[config.mk]
export PLATFORM = sky130hd
export DESIGN_NAME = pmod_i2s_scheduler
export DESIGN_NICKNAME = d
export VERILOG_FILES = /design/src/rtl/pmod_i2s_scheduler.sv
export SDC_FILE = /design/constraint.sdc
export NUM_CORES = 1
export LEC_CHECK = 0
export BUFFER_PORTS_ARGS = -buffer_cell sky130_fd_sc_hd__buf_2
export CORE_ASPECT_RATIO = 0.5
export CORE_MARGIN = 2
export CORE_UTILIZATION = 40
export DETAILED_ROUTE_END_ITERATION = 7
export PLACE_DENSITY = 0.66
export SLEW_MARGIN = 20
export SYNTH_ARGS = -nofsm -noshare
export SYNTH_HDL_FRONTEND = slang
export SYNTH_SLANG_ARGS = --single-unit
[constraint.sdc]
create_clock -name clk_sclk -period 2.1 [get_ports clk_sclk]
set_clock_uncertainty 0.1 [all_clocks]
set_input_delay 0.105 -clock clk_sclk [delete_from_list [all_inputs] [get_ports clk_sclk]]
set_output_delay 0.105 -clock clk_sclk [all_outputs]
set_load 0.01 [all_outputs]
[src/rtl/pmod_i2s_scheduler.sv]
// Round-robin arbiter sharing the PmodI2S shifter between alarm tone (0) and key beep (1).
// Optional I2S_SCHED_SILENCE_EN: idle slots send a zero sample so the DAC sees continuous frames.
module pmod_i2s_scheduler #(
    parameter int FRAME_LEN = 32,
    parameter int DW        = 16
) (
    input  logic          clk_sclk,
    input  logic          rst,
    input  logic          i2s_en,
    input  logic [1:0]    req,
    input  logic [DW-1:0] sample0,
    input  logic [DW-1:0] sample1,
    output logic [1:0]    ack,
    input  logic          cntr_ncs,
    output logic          start,
    output logic [DW-1:0] tx_data,
    output logic          lrck,
    output logic          busy,
    output logic [7:0]    missed_cnt
);

    localparam int FC_W = $clog2(FRAME_LEN);
    localparam logic [FC_W-1:0] LAST_CNT = FC_W'(FRAME_LEN - 1);

    typedef enum logic [2:0] {
        IDLE,
        GRANT,
        WAIT_SHIFT,
        WAIT_DONE,
        RELEASE
    } state_t;

    state_t          state_reg, state_next;
    logic [FC_W-1:0] frame_cnt_reg, frame_cnt_next;
    logic            lrck_reg, lrck_next;
    logic            rr_ptr_reg, rr_ptr_next;
    logic            winner_reg, winner_next;
    logic            silence_reg, silence_next;
    logic            start_reg, start_next;
    logic            busy_reg, busy_next;
    logic [DW-1:0]   tx_data_reg, tx_data_next;
    logic [1:0]      ack_reg, ack_next;
    logic [7:0]      missed_reg, missed_next;

    logic slot_tick;
    logic pick;
    logic done_now;

    assign slot_tick = (frame_cnt_reg == LAST_CNT);
    // Contention goes to rr_ptr; a lone requester always wins.
    assign pick      = (req == 2'b11) ? rr_ptr_reg : req[1];
    assign done_now  = (state_reg == WAIT_DONE) && cntr_ncs;

    // The ack is decoded per requester; silence transfers never acknowledge anyone.
    generate
        for (genvar gi = 0; gi < 2; gi++) begin : g_ack
            assign ack_next[gi] = done_now && !silence_reg && (winner_reg == 1'(gi));
        end
    endgenerate

    always_comb begin
        state_next     = state_reg;
        frame_cnt_next = slot_tick ? '0 : frame_cnt_reg + 1'b1;
        lrck_next      = slot_tick ? ~lrck_reg : lrck_reg;
        rr_ptr_next    = rr_ptr_reg;
        winner_next    = winner_reg;
        silence_next   = silence_reg;
        start_next     = start_reg;
        busy_next      = busy_reg;
        tx_data_next   = tx_data_reg;
        missed_next    = missed_reg;

        case (state_reg)
            IDLE: begin
                // Outputs are registered, so the winner and its sample are captured on entry to GRANT.
                if (slot_tick && i2s_en) begin
                    if (|req) begin
                        state_next   = GRANT;
                        winner_next  = pick;
                        silence_next = 1'b0;
                        tx_data_next = pick ? sample1 : sample0;
                        start_next   = 1'b1;
                        busy_next    = 1'b1;
                    end
`ifdef I2S_SCHED_SILENCE_EN
                    else begin
                        state_next   = GRANT;
                        silence_next = 1'b1;
                        tx_data_next = '0;
                        start_next   = 1'b1;
                        busy_next    = 1'b1;
                    end
`endif
                end
            end
            GRANT: begin
                state_next = WAIT_SHIFT;
            end
            WAIT_SHIFT: begin
                if (!cntr_ncs) begin
                    state_next = WAIT_DONE;
                end
            end
            WAIT_DONE: begin
                if (cntr_ncs) begin
                    state_next = RELEASE;
                    start_next = 1'b0;
                    if (!silence_reg) begin
                        rr_ptr_next = ~winner_reg;
                    end
                end
            end
            RELEASE: begin
                state_next = IDLE;
                busy_next  = 1'b0;
            end
            default: begin
                state_next = IDLE;
                start_next = 1'b0;
                busy_next  = 1'b0;
            end
        endcase

        // A slot boundary reached while the shifter is still busy loses that slot.
        if (slot_tick && (state_reg == WAIT_SHIFT || state_reg == WAIT_DONE) && missed_reg != 8'hFF) begin
            missed_next = missed_reg + 8'd1;
        end
    end

    always_ff @(negedge clk_sclk or posedge rst) begin
        if (rst) begin
            state_reg     <= IDLE;
            frame_cnt_reg <= '0;
            lrck_reg      <= 1'b0;
            rr_ptr_reg    <= 1'b0;
            winner_reg    <= 1'b0;
            silence_reg   <= 1'b0;
            start_reg     <= 1'b0;
            busy_reg      <= 1'b0;
            tx_data_reg   <= '0;
            ack_reg       <= 2'b00;
            missed_reg    <= 8'd0;
        end else begin
            state_reg     <= state_next;
            frame_cnt_reg <= frame_cnt_next;
            lrck_reg      <= lrck_next;
            rr_ptr_reg    <= rr_ptr_next;
            winner_reg    <= winner_next;
            silence_reg   <= silence_next;
            start_reg     <= start_next;
            busy_reg      <= busy_next;
            tx_data_reg   <= tx_data_next;
            ack_reg       <= ack_next;
            missed_reg    <= missed_next;
        end
    end

    assign ack        = ack_reg;
    assign start      = start_reg;
    assign tx_data    = tx_data_reg;
    assign lrck       = lrck_reg;
    assign busy       = busy_reg;
    assign missed_cnt = missed_reg;

endmodule
# Word level (Yosys, flattened, before mapping)
# Cells that the tools add are included.
dict set report classes {
  add_sub_neg 2
  multipliers 0
  n_div 0
  order_cmp 0
  n_eq_ne 11
  n_shift 0
  mux 13
  n_bitwise 4
  reduce_logical 16
}
# op n
set ops {}
lappend ops {{16-bit two-way mux} 1}
lappend ops {{3-bit two-way mux} 4}
lappend ops {{3-bit case mux with 4 select lines} 1}
lappend ops {{8-bit by 1-bit adder with 8-bit output (second input constant)} 1}
lappend ops {{2-bit != test (second input constant)} 4}
lappend ops {{8-bit != test (second input constant)} 1}
lappend ops {{4-bit AND reduction} 2}
lappend ops {{3-bit by 2-bit equality test with 1-bit output (second input constant)} 2}
lappend ops {{1-bit logical AND} 6}
lappend ops {{3-bit AND reduction} 2}
lappend ops {{3-bit OR reduction} 2}
lappend ops {{5-bit by 1-bit adder with 5-bit output (second input constant)} 1}
lappend ops {{5-bit equality test (second input constant)} 1}
lappend ops {{5-bit two-way mux} 1}
lappend ops {{1-bit two-way mux} 4}
lappend ops {{1-bit inverter} 4}
lappend ops {{3-bit by 1-bit equality test with 1-bit output (second input constant)} 1}
lappend ops {{3-bit equality test (second input constant)} 1}
lappend ops {{3-bit zero test} 1}
lappend ops {{1-bit case mux with 3 select lines} 1}
lappend ops {{2-bit equality test (second input constant)} 1}
lappend ops {{1-bit case mux with 2 select lines} 1}
lappend ops {{2-bit AND reduction} 1}
lappend ops {{2-bit OR reduction} 1}
lappend ops {{1-bit logical OR} 1}
dict set report word_totals {
  ff_bits 39
  latch_bits 0
  ramBits 0
  romBits 0
  inputBits 38
  output_inout_bits 29
  elab_cells 56
  n_memories 0
}

# Depth between registers and ports, before layout
dict set report logic_depth {
  depth_word 4
  depth_mapped 9
  depth_no_buf 6
}

==> metrics <==
WP data required=approximately 1.9 ns; Post-DP Area=2470 sq um; Worst-Margin Slew=between 0.5 and 0.6 ns; syn_nets=227; HP Class=reg2reg; routed via count=1818; Avg Cell Area, Syn=10.6 sq um; Final Non-Filler Cells=353; largest family of logic cells by synthesized area=compound AO/OA/AOI/OAI gates; WP data arrival=1.91 ns; routed wire length per instance=13.6 um; Num Clock Sinks=39; Synth-to-Final Area Change=39.2%; total routed wirelength=4.78 mm; Mapped Cells=186; number of buffers and inverters on the critical path=1; effective utilization at floorplan=0.408; total track usage=0.171; critical path class=reg2out; clock slew seen by the registers of the worst setup and hold paths=0.05 ns; hold-critical path depth=1; DRT iter0 DRCs=76; Startpoint Class=register; fin area=2750 sq um; Layout Nets=324; Netlist cell types=40; initial antenna violation count=0; Slowest-stage cell, CP=dfrtn_1; latest clock arrival within the worst-skew pair=~0.29 ns; Worst path top cell family by delay=flip-flops; total global routing overflow=0; core area=4840 sq um; Max VDD drop=0.295 mV; Syn. warnings=0; CTS buffer count=5; number of remaining DRC errors=0; Slew Viols, Final=0; Setup TNS=-0.0223 ns; ANT nets after route=0; post-synthesis compound-gate area fraction=0.202; DR WL met2=~2.2 mm; Rows=18; Synth Area in Simple Gates=0.174; H-tree level count=2; Die Span Y=53.7 um; drt pass-1 iters=4; dpl hpwl=3.25 mm; vias in the first global route=between 1500 and 2000; Max Used Layer=met4; layout cells sized above 1=0.442; Worst slew margin=0.654; Vias/cell=5.15; xor and xnor area share after synthesis=0.0266; Critical Path Sink Type=output port; Die ar.=5550 sq um; Synth Area in Adders=0.0190; antenna cells=0; largest net degree at the start of global routing=40; Die Wd=approximately 100 um; clock buffer depth=2; max reg flops=16; post-route setup slack=-0.0134 ns; Setup Viol. Count Final=2; worst slack, placed=-0.103 ns; Hold-fix buffers, CTS=0; crit path max fanout=2; crit-path max cell delay=0.43 ns; first-pass GRT wire length=7.27 mm; mux cell area share after synthesis=0.0222; Layout Utilization=0.568; Placed Cells=325; Final Hold Viols=0; num ports=67; metal3 WL=198 um; worst path cell trace=buf_2; CTS tree=done; WP depth=1; CTS root buffer=clkbuf_8; #FFs+latches synth=39; worst-case register-to-register setup slack=0.05 ns; sequential share of the synthesized area=0.494; Pleak=0.00134 uW; Pwr Density=652 nW/um^2; synthesized area=1980 sq um; status=complete, but fails checks; RSZ-0062 raised after global routing=true; RD Place Congestion=0.749; count of input and output buffers=between 60 and 70; DRT met1 WL=around 2.3 mm; Worst Reg2Reg Path Length in Cells=8; violations in the final reports=setup timing; Max-cap violations=0
[kinds of logic after synthesis]
group	Yosys count
xor gates and xnor gates	6
and+or+nand+nor	49
DFF	39
AOI/OAI and AO/OA	64
adders and majority gates	3
muxes	4
buffers and inverters	21
[stage by stage]
step	hold slack, ns	power (uW)
after global routing	0.372	1880
after floorplan	0.248	1160
after CTS	0.291	1790
final	0.343	1790
after global placement	0.266	1260
after detailed placement	0.290	1270
[area by class of cell]
| type | instances | area [sq um] |
|---|---|---|
| tap | 70 | 87.6 |
| inverter | 6 | 22.5 |
| timing repair buffer | 105 | 681 |
| clock inverter | 1 | 5.00 |
| multi-input combinational | 126 | 897 |
| clock buffer | 6 | 82.6 |
| fill | 440 | 2090 |
| sequential | 39 | 976 |
[final timing paths]
check / from / to
min in group asynchronous: rst / tx_data[4]$_DFFE_NP0P_
max: tx_data[6]$_DFFE_NP0P_ / tx_data[6]
min: winner_reg$_DFFE_NP0P_ / ack[0]$_DFF_NP0_
max in group asynchronous: rst / tx_data[12]$_DFFE_NP0P_
max reg2reg: frame_cnt_reg[0]$_DFF_NP0_ / tx_data[12]$_DFFE_NP0P_
min reg2reg: winner_reg$_DFFE_NP0P_ / ack[0]$_DFF_NP0_
[routing by layer]
metal	global-route usage	up-vias
li1	-	887
met1	0.222	883
met2	0.297	46
met3	0.0403	2
met4	0.0351	0
met5	0	-
[where the power goes]
group | total [uW] | switching (uW) | leakage (uW) | internal [uW]
Clock | 507 | 249 | 0.0000470 | 258
Sequential | 876 | 53.2 | 0.000502 | 823
Combinational | 411 | 200 | 0.000795 | 210
[layout by cell type (no fill, tap or decap), types with 6 or more instances in the layout]
cell | synthesis | final
a31oi_1 | 32 | 32
dfrtn_1 | 39 | 39
nand3b_1 | 16 | 16
nand3_1 | 6 | 6
o21ai_0 | 19 | 19
buf_4 | 3 | 34
buf_2 | 3 | 64
inv_1 | 6 | 6
nor2_1 | 9 | 9
clkbuf_8 | 0 | 6
[synthesized netlist by cell type (all sizes together)]
cell type   n  area (sq um)
a31oi      32           200
xnor2       2          17.5
nand3       6          30.0
dfrtn      39           976
nand4b      1          8.76
o41ai       1          16.3
and3        2          12.5
o21a        2          15.0
o31ai       1          7.51
a21oi       2          10.0
nand2       3          13.8
nor4        1          12.5
inv         6          22.5
mux2i       1          10.0
nor2b       1          6.26
nor3        3          26.3
nand3b     17           131
a211o       1          8.76
nor2        9          33.8
o21ai      19          95.1
and4        1          8.76
or2         1          6.26
xor2        4          35.0
and2        1          6.26
mux2        3          33.8
nand4bb     1          27.5
a21o        3          23.8
or2b        1          7.51
clkbuf      5          18.8
a22oi       1          7.51
and4bb      1          12.5
buf        10          82.6
ha          3          37.5
a211oi      2          15.0
[repair_timing]
| item | CTS | global route |
|---|---|---|
| endpoints found under the setup margin | 21 | 49 |
| pin swaps | 0 | 1 |
| resized for setup | 1 | 7 |
| setup buffers | 10 | 11 |
No activity file was read; power rests on OpenSTA's default activity.
